`config.mk`:
```
export PLATFORM = sky130hd
export DESIGN_NAME = pipe_stage_reg
export DESIGN_NICKNAME = d
export VERILOG_FILES = /design/src/rtl/pipe_pkg.sv /design/src/rtl/pipe_slot.sv /design/src/rtl/pipe_stage_reg.sv
export SDC_FILE = /design/constraint.sdc
export NUM_CORES = 1
export LEC_CHECK = 0
export CORE_UTILIZATION = 44
export CTS_CLUSTER_SIZE = 16
export DETAILED_ROUTE_END_ITERATION = 8
export PLACE_DENSITY_LB_ADDON = 0.3
export REMOVE_ABC_BUFFERS = 1
export SYNTH_ARGS = -nofsm -noshare
export SYNTH_HDL_FRONTEND = slang
export SYNTH_SLANG_ARGS = --single-unit
```
`constraint.sdc`:
```
create_clock -name clk -period 1.41 [get_ports clk]
set_input_delay 0.2115 -clock clk [delete_from_list [all_inputs] [get_ports clk]]
set_output_delay 0.2115 -clock clk [all_outputs]
set_load 0.01 [all_outputs]
```
`src/rtl/pipe_pkg.sv`:
```
// pipe_pkg
//   Shared definitions for the inter-stage pipeline registers of the
//   five-stage MIPS core.
//   - PIPE_NOP      : default bubble value (encodes sll $0,$0,0).
//   - pipe_occ_t    : 2-bit occupancy count type.
//   - *_bundle_t    : packed per-boundary bundles (F/D, D/E, E/M, M/W).
//   - FD_W..MW_W    : widths of those bundles, for DATA_W of each instance.
//   - occNext()     : occupancy update for one accept/drain cycle.
package pipe_pkg;

  localparam logic [31:0] PIPE_NOP = 32'h0000_0000;

  typedef logic [1:0] pipe_occ_t;

  typedef struct packed {
    logic [31:0] instr;
    logic [31:0] pcPlus4;
  } fd_bundle_t;

  typedef struct packed {
    logic [31:0] pcPlus4;
    logic [31:0] rsVal;
    logic [31:0] rtVal;
    logic [31:0] immExt;
    logic [4:0]  rtIdx;
    logic [4:0]  rdIdx;
    logic [4:0]  shamt;
    logic [11:0] ctrl;
  } de_bundle_t;

  typedef struct packed {
    logic [31:0] aluResult;
    logic [31:0] rtVal;
    logic [31:0] hi;
    logic [31:0] lo;
    logic [4:0]  destReg;
    logic [5:0]  ctrl;
  } em_bundle_t;

  typedef struct packed {
    logic [31:0] aluResult;
    logic [31:0] memData;
    logic [31:0] hi;
    logic [31:0] lo;
    logic [4:0]  destReg;
    logic [2:0]  ctrl;
  } mw_bundle_t;

  localparam int FD_W = $bits(fd_bundle_t);
  localparam int DE_W = $bits(de_bundle_t);
  localparam int EM_W = $bits(em_bundle_t);
  localparam int MW_W = $bits(mw_bundle_t);

  // Accept and drain in the same cycle cancel out; the count never wraps
  // because the handshake keeps it inside the legal range.
  function automatic pipe_occ_t occNext(input pipe_occ_t occ,
                                        input logic accept,
                                        input logic drain);
    pipe_occ_t result;
    result = occ;
    if (accept && !drain) begin
      result = occ + 2'd1;
    end else if (drain && !accept) begin
      result = occ - 2'd1;
    end
    return result;
  endfunction

endpackage

```
`src/rtl/pipe_slot.sv`:
```
// pipe_slot
//   One valid+data storage entry of a pipeline register. An empty slot
//   always holds BUBBLE_VAL so its data output is safe to forward as a nop.
//   Ports:
//     clk_i    rising-edge clock
//     rst_ni   asynchronous active-low reset (empties the slot)
//     load_i   capture data_i and mark valid
//     clear_i  empty the slot (wins over load_i)
//     data_i   incoming bundle
//     valid_o  slot holds a bundle
//     data_o   held bundle, BUBBLE_VAL when empty
module pipe_slot #(
  parameter int                 DATA_W     = 32,
  parameter logic [DATA_W-1:0]  BUBBLE_VAL = '0
) (
  input  logic              clk_i,
  input  logic              rst_ni,
  input  logic              load_i,
  input  logic              clear_i,
  input  logic [DATA_W-1:0] data_i,
  output logic              valid_o,
  output logic [DATA_W-1:0] data_o
);

  logic              valid_q, valid_d;
  logic [DATA_W-1:0] data_q, data_d;

  // Clear has priority so a flush can never leave a stale bundle behind.
  always_comb begin
    valid_d = valid_q;
    data_d  = data_q;
    if (clear_i) begin
      valid_d = 1'b0;
      data_d  = BUBBLE_VAL;
    end else if (load_i) begin
      valid_d = 1'b1;
      data_d  = data_i;
    end
  end

  always_ff @(posedge clk_i or negedge rst_ni) begin
    if (!rst_ni) begin
      valid_q <= 1'b0;
      data_q  <= BUBBLE_VAL;
    end else begin
      valid_q <= valid_d;
      data_q  <= data_d;
    end
  end

  assign valid_o = valid_q;
  assign data_o  = data_q;

endmodule

```
`src/rtl/pipe_stage_reg.sv`:
```
// pipe_stage_reg
//   Generic inter-stage register with valid/ready handshake and flush.
//   Configuration macro: PIPE_STAGE_REG_SKID_EN
//     defined   : main + skid entry, registered in_ready, occ 0..2
//     undefined : single entry, in_ready = !out_valid || out_ready, occ 0..1
//   Ports:
//     clk        rising-edge clock
//     reset      asynchronous active-low reset
//     in_valid   upstream offers in_data
//     in_ready   block accepts a bundle this cycle
//     in_data    upstream bundle
//     out_valid  out_data holds a valid bundle
//     out_ready  downstream takes out_data this cycle
//     out_data   bundle to downstream, BUBBLE_VAL when out_valid is low
//     flush      synchronous kill of held entries and this cycle's input
//     occ        number of entries held
module pipe_stage_reg
  import pipe_pkg::*;
#(
  parameter int                DATA_W     = 32,
  parameter logic [DATA_W-1:0] BUBBLE_VAL = DATA_W'(PIPE_NOP)
) (
  input  logic              clk,
  input  logic              reset,
  input  logic              in_valid,
  output logic              in_ready,
  input  logic [DATA_W-1:0] in_data,
  output logic              out_valid,
  input  logic              out_ready,
  output logic [DATA_W-1:0] out_data,
  input  logic              flush,
  output logic [1:0]        occ
);

  logic              inXfer;
  logic              outXfer;
  logic              mainValid;
  logic              mainLoad;
  logic              mainClear;
  logic [DATA_W-1:0] mainSrc;

  assign inXfer  = in_valid && in_ready;
  assign outXfer = mainValid && out_ready;

  pipe_slot #(
    .DATA_W     (DATA_W),
    .BUBBLE_VAL (BUBBLE_VAL)
  ) uMain (
    .clk_i   (clk),
    .rst_ni  (reset),
    .load_i  (mainLoad),
    .clear_i (mainClear),
    .data_i  (mainSrc),
    .valid_o (mainValid),
    .data_o  (out_data)
  );

  assign out_valid = mainValid;

`ifdef PIPE_STAGE_REG_SKID_EN

  logic              skidValid;
  logic [DATA_W-1:0] skidData;
  logic              skidLoad;
  logic              skidClear;
  logic              inReady_q, inReady_d;
  pipe_occ_t         occ_q, occ_d;

  pipe_slot #(
    .DATA_W     (DATA_W),
    .BUBBLE_VAL (BUBBLE_VAL)
  ) uSkid (
    .clk_i   (clk),
    .rst_ni  (reset),
    .load_i  (skidLoad),
    .clear_i (skidClear),
    .data_i  (in_data),
    .valid_o (skidValid),
    .data_o  (skidData)
  );

  // Main refills whenever it is empty or draining: from skid first to keep
  // FIFO order, otherwise from the input. If main is held, a new bundle
  // parks in skid. Skid valid implies main valid, and in_ready is low while
  // skid is full, so accept-into-skid and skid-to-main never collide.
  always_comb begin
    mainLoad  = 1'b0;
    mainClear = 1'b0;
    mainSrc   = in_data;
    skidLoad  = 1'b0;
    skidClear = 1'b0;
    if (flush) begin
      mainClear = 1'b1;
      skidClear = 1'b1;
    end else if (outXfer || !mainValid) begin
      if (skidValid) begin
        mainLoad  = 1'b1;
        mainSrc   = skidData;
        skidClear = 1'b1;
      end else if (inXfer) begin
        mainLoad = 1'b1;
      end else begin
        mainClear = 1'b1;
      end
    end else if (inXfer) begin
      skidLoad = 1'b1;
    end
  end

  // in_ready mirrors the next skid state so it comes straight from a flop.
  always_comb begin
    inReady_d = !(skidLoad || (skidValid && !skidClear));
    occ_d     = flush ? 2'd0 : occNext(occ_q, inXfer, outXfer);
  end

  always_ff @(posedge clk or negedge reset) begin
    if (!reset) begin
      inReady_q <= 1'b1;
      occ_q     <= 2'd0;
    end else begin
      inReady_q <= inReady_d;
      occ_q     <= occ_d;
    end
  end

  assign in_ready = inReady_q;
  assign occ      = occ_q;

`else

  logic occ_q, occ_d;

  // With a single entry the block can take a new bundle only when the old
  // one is gone or leaving at this same edge.
  assign in_ready = !mainValid || out_ready;
  assign mainSrc  = in_data;

  always_comb begin
    mainLoad  = 1'b0;
    mainClear = 1'b0;
    occ_d     = occ_q;
    if (flush) begin
      mainClear = 1'b1;
      occ_d     = 1'b0;
    end else if (inXfer) begin
      mainLoad = 1'b1;
      occ_d    = 1'b1;
    end else if (outXfer) begin
      mainClear = 1'b1;
      occ_d     = 1'b0;
    end
  end

  always_ff @(posedge clk or negedge reset) begin
    if (!reset) begin
      occ_q <= 1'b0;
    end else begin
      occ_q <= occ_d;
    end
  end

  assign occ = {1'b0, occ_q};

`endif

endmodule

```
# Word level (Yosys, flattened, before mapping)
# Cells that the tools add are included.
dict set report op_classes {
  add_sub_neg 0
  mul 0
  n_div 0
  magnitude_cmp 0
  eq_ne 0
  shifts 0
  mux 12
  bitwise_logic 0
  n_reduce_logical 6
}
# op count
set op_table {}
lappend op_table {{32-bit 2-to-1 mux} 2}
lappend op_table {{1-bit 2-to-1 mux} 10}
lappend op_table {{3-bit nonzero test} 1}
lappend op_table {{1-bit logical AND} 2}
lappend op_table {{2-bit nonzero test} 1}
lappend op_table {{1-bit logical NOT} 1}
lappend op_table {{1-bit logical OR} 1}
dict set report totals {
  ff_bits 34
  latchBits 0
  ram_bits 0
  mem_bits_ro 0
  in_bits 37
  output_inout_bits 36
  word_cells 21
  mem_count 0
}

# Logic depth before layout (Yosys ltp)
# Gate-level depths: netlist of the first run.
dict set report depth {
  word_depth 7
  ltp_mapped 5
  depth_no_buf 3
}

# By module
# Synthesis of the first run repeated with hierarchy kept, for this count alone.
dict set report unflattened {
  cells_unflattened 118
  area_unflattened_um2 1460.2
}
# module n_inst cells_each area_per_inst_um2 seq_area_each_um2
set modules_own_cells {}
lappend modules_own_cells {pipe_slot 1 107 1363.8 825.8}
lappend modules_own_cells {pipe_stage_reg 1 11 96.3 25.0}

# Worst setup path before layout of the first run
# OpenSTA, ideal clock, no wires.
dict set report synth_timing {
  kind {register to register}
  from {register uMain.valid_q, in the netlist uMain.valid_o}
  to {register uMain.data_q[0], in the netlist uMain.data_o[0]}
  setup_ns 0.096
  arrival_time_ns 1.046
  required_ns 1.314
  setup_slack_ns 0.268
  path_stages_with_launch 5
  path_buffers 2
  cell_sequence {dfrtp_1 > nor2b_4 > buf_6 > buf_6 > o32ai_2}
}
dict set report synth_between {
  elab_chain_len 6
  word_cells_on_any_way 11
}
# item line_no
set synth_lines {}
lappend synth_lines {{from (decl)} pipe_slot.sv:25} ;# logic valid_q, valid_d;
lappend synth_lines {{from (signal assigned)} pipe_slot.sv:46} ;# valid_q <= valid_d;
lappend synth_lines {{1-bit logical NOT} pipe_stage_reg.sv:135} ;# assign in_ready = !mainValid || out_ready;
lappend synth_lines {{1-bit logical OR} pipe_stage_reg.sv:135}
lappend synth_lines {{1-bit logical AND} pipe_stage_reg.sv:42} ;# assign inXfer = in_valid && in_ready;
lappend synth_lines {{1-bit 2-to-1 mux} pipe_stage_reg.sv:145} ;# end else if (inXfer) begin
lappend synth_lines {{1-bit 2-to-1 mux} pipe_stage_reg.sv:142} ;# if (flush) begin
lappend synth_lines {{32-bit 2-to-1 mux or 2-bit nonzero test (tied branches)} -}
lappend synth_lines {{to (signal assigned)} pipe_slot.sv:47} ;# data_q <= data_d;
lappend synth_lines {{to (decl)} pipe_slot.sv:26} ;# logic [DATA_W-1:0] data_q, data_d;
# Parallel ways exist; a longest one is shown, timed or not.
# A chain may end at the register's enable or synchronous reset.

# Worst setup path in the final report of the first run
dict set report layout_timing {
  from {register uMain.data_q[8], in the netlist uMain.data_o[8]}
  to {output out_data[8]}
}
# item line_no
set layout_lines {}
lappend layout_lines {{to (decl)} pipe_stage_reg.sv:30} ;# output logic [DATA_W-1:0] out_data,
# No word-level cell between the ends.

==> results of run 1 <==
metal layers:
metal,vias to the layer above,wire (µm)
li1,694,-
met1,717,1910
met2,60,2160
met3,7,304
met4,0,76
met5,-,0
through the flow:
step | setup TNS (ns) | cell area (µm²) | utilization, %
floorplan | -3.54 | 1820 | -
global placement | -3.10 | 2750 | 66.4
global route | 0 | 2870 | 69.4
detailed placement | -4.20 | 2750 | 66.4
CTS | 0 | 2830 | 68.2
finish | 0 | 2870 | 69.4
power groups by stage:
stage	Sequential (mW)	Combinational, mW	Clock (mW)
after global routing	1.07	0.615	0.797
after CTS	1.07	0.590	0.758
after floorplan	1.11	0.221	0
final	1.07	0.576	0.738
after global placement	1.08	0.590	0
after detailed placement	1.09	0.602	0
state kept, by name (all words and copies together) (netlist names):
name / count
occ_q: 1
uMain.data_o: 32
uMain.valid_o: 1
cells by family after synthesis:
| family | count (synthesis) | share of synthesized area [%] |
|---|---|---|
| other | 1 | 0.191 |
| buffers and inverters | 22 | 7.66 |
| DFF | 34 | 43.4 |
| AOI/OAI and AO/OA | 35 | 26.8 |
| muxes | 1 | 0.766 |
| and+or+nand+nor | 65 | 21.1 |
area by class of cell:
cell class	instances	area, µm²	area share [%]
well taps	50	62.6	2.18
clock inverters	1	5.00	0.174
inverters	3	11.3	0.392
repair buffers	82	900	31.3
multi-input cells	102	958	33.3
clock buffers	7	86.3	3.00
flip-flops and latches	34	851	29.6
worst min path at each step:
stage | from | end | cells after the start
3_5_place_dp | uMain.data_o[20] | uMain.data_o[20] | 2
3_3_place_gp | uMain.data_o[20] | uMain.data_o[20] | 2
6_report | reset | uMain.data_o[7] | 2
2_1_floorplan | reset | occ_q | 0
5_1_grt | reset | uMain.data_o[13] | 2
4_1_cts | reset | uMain.data_o[28] | 2
synth_stat cells:
master    number
inv_2          2
buf_4          4
buf_8          1
inv_1          1
buf_2          3
o32ai_1        3
clkbuf_1       6
conb_1         1
a21bo_2        1
o32ai_2       29
nand2b_1      64
buf_6          5
nor2b_4        1
a21oi_2        1
mux2_4         1
dfrtp_1       34
a221oi_1       1
==> flow_summary.yaml, run 1 <==
status:
  outcome: "complete, no violations"
global_route:
  grt_max_degree: 67
  met3_usage_pct: 3.78
  grt_use_total_pct: 19.8
  antenna_found_initial: 0
  grt_util_met2_pct: 32.2
  busiest_layer: "met2"
  grt_overflow: 0
  grtUsageMet1_pct: 25.6
  grt_pass1_vias: 1469
  grt_pass1_wl_mm: 6.71
timing:
  rsz0062_at_grt: "no"
  fin_crit_ns: 1.38
  clock.fmax_mhz: 724
  hold-worst-slack_ns: 0.297
  fin_worst_skew_ns: 0.00646
  period_share_pct: 98.0
  slew_violations: 0
  hold_violations: 0
  setup_viol: 0
  timing.final.ws_setup_ns: 0.0283
worst_setup_path:
  crit_path_start_kind: "flop"
  r2r-start: "uMain.valid_o"
  reg2reg_slack_ns: 0.07
  rr_endpoint: "uMain.data_o[21]"
  cp-startpoint: "uMain.data_o[8]"
  max_stage_delay_ns: 0.54
  cp-end-kind: "output pin"
  crit_cells: 1
  cp_slowest_cell: "clkdlybuf4s50_1"
  path_buf_inv: 1
  path_cells: "clkdlybuf4s50_1"
  crit_path_end: "out_data[8]"
  path_class: "reg2out"
  required_ns: 1.20
  path_delay_family: "buffers and inverters"
  r2r_cells: 4
  path_max_fanout: 2
  worstPathArrival_ns: 1.17
pwr:
  pwr-share-clk_pct: 31.0
  p_leak_nw: 1.44
  power.total_mw: 2.38
  netSwitchingFraction_pct: 26.3
  p_seq_share_pct: 44.8
  combPwrFrac_pct: 24.2
  intPower_mw: 1.75
  switching_power_mw: 0.626
  p_per_area_nw_per_um2: 828
  peakVddDrop_uv: 418
run:
  cap_violations: 0
clock_tree:
  post_cts_buffers: 0
  cts_root_buffer: "clkbuf_8"
  htree_num_levels: 2
  ctsHoldBuffers: 0
  cts_tree: "yes"
  cts.clk_slew.worst_paths_ns: 0.07
  cts-resized-gates: 13
  clk_latency_ns: 0.29
  cts_sinks: 34
  cts.path.max_buffers: 2
  cts-buffers-inserted: 5
layout:
  drive_above_1_share_pct: 23.1
  final_nets: 265
  fillerInstances: 307
  final_common_cell: "nand2b_1"
  layout_common_cells: "64 x nand2b_1, 39 x clkdlybuf4s50_1, 34 x dfrtp_1"
  fin_cells: 279
  antennaDiodeCount: 0
  syn_to_final_growth_pct: 46.7
synthesis:
  synth_cell_types: 17
  synth.largest_area_cell: "dfrtp_1"
  synthCells: 158
  syn_area_um2: 1960
  ys_seq_area_share_pct: 43.4
  yosysTopAreaCellShare_pct: 43.4
  ys.warnings.count: 0
  synth.area.top_cells: "dfrtp_1 43%, o32ai_2 24%, nand2b_1 20%"
  synth.avg_cell_area_um2: 12.4
  ys_ff_latch: 34
drt:
  vias: 1478
  routed_wl_mm: 4.45
  firstDrtPassIters: 4
  ant_nets: 0
  drcViolationCount: 0
  routedWlPerCell_um: 15.9
  via_per_inst: 5.30
  drt-initial-drc-count: 98
floorplan:
  dieHeight_um: 68.7
  pin_count: 73
  core_um2: 4140
  start_util_pct: 47.3
  num_rows: 23
  dieArea_um2: 4720
  die_w_um: 68.7
placed_design:
  io_buffers: 71
  post-place-ws_ns: -0.223
  placed_cells_incl_taps: 271
  gp_congestion: 0.691
  dpl.hpwl_mm: 2.92
hold_path:
  holdCritPathClass: "in2async"
Note: power is estimated with default switching activity, not from simulation.
==> run 2, diff against run 1 <==
CAP_MARGIN = 20   (was unset)
==> results of run 2 <==
The final DEF is identical to that of run 1; final timing and power are the same.
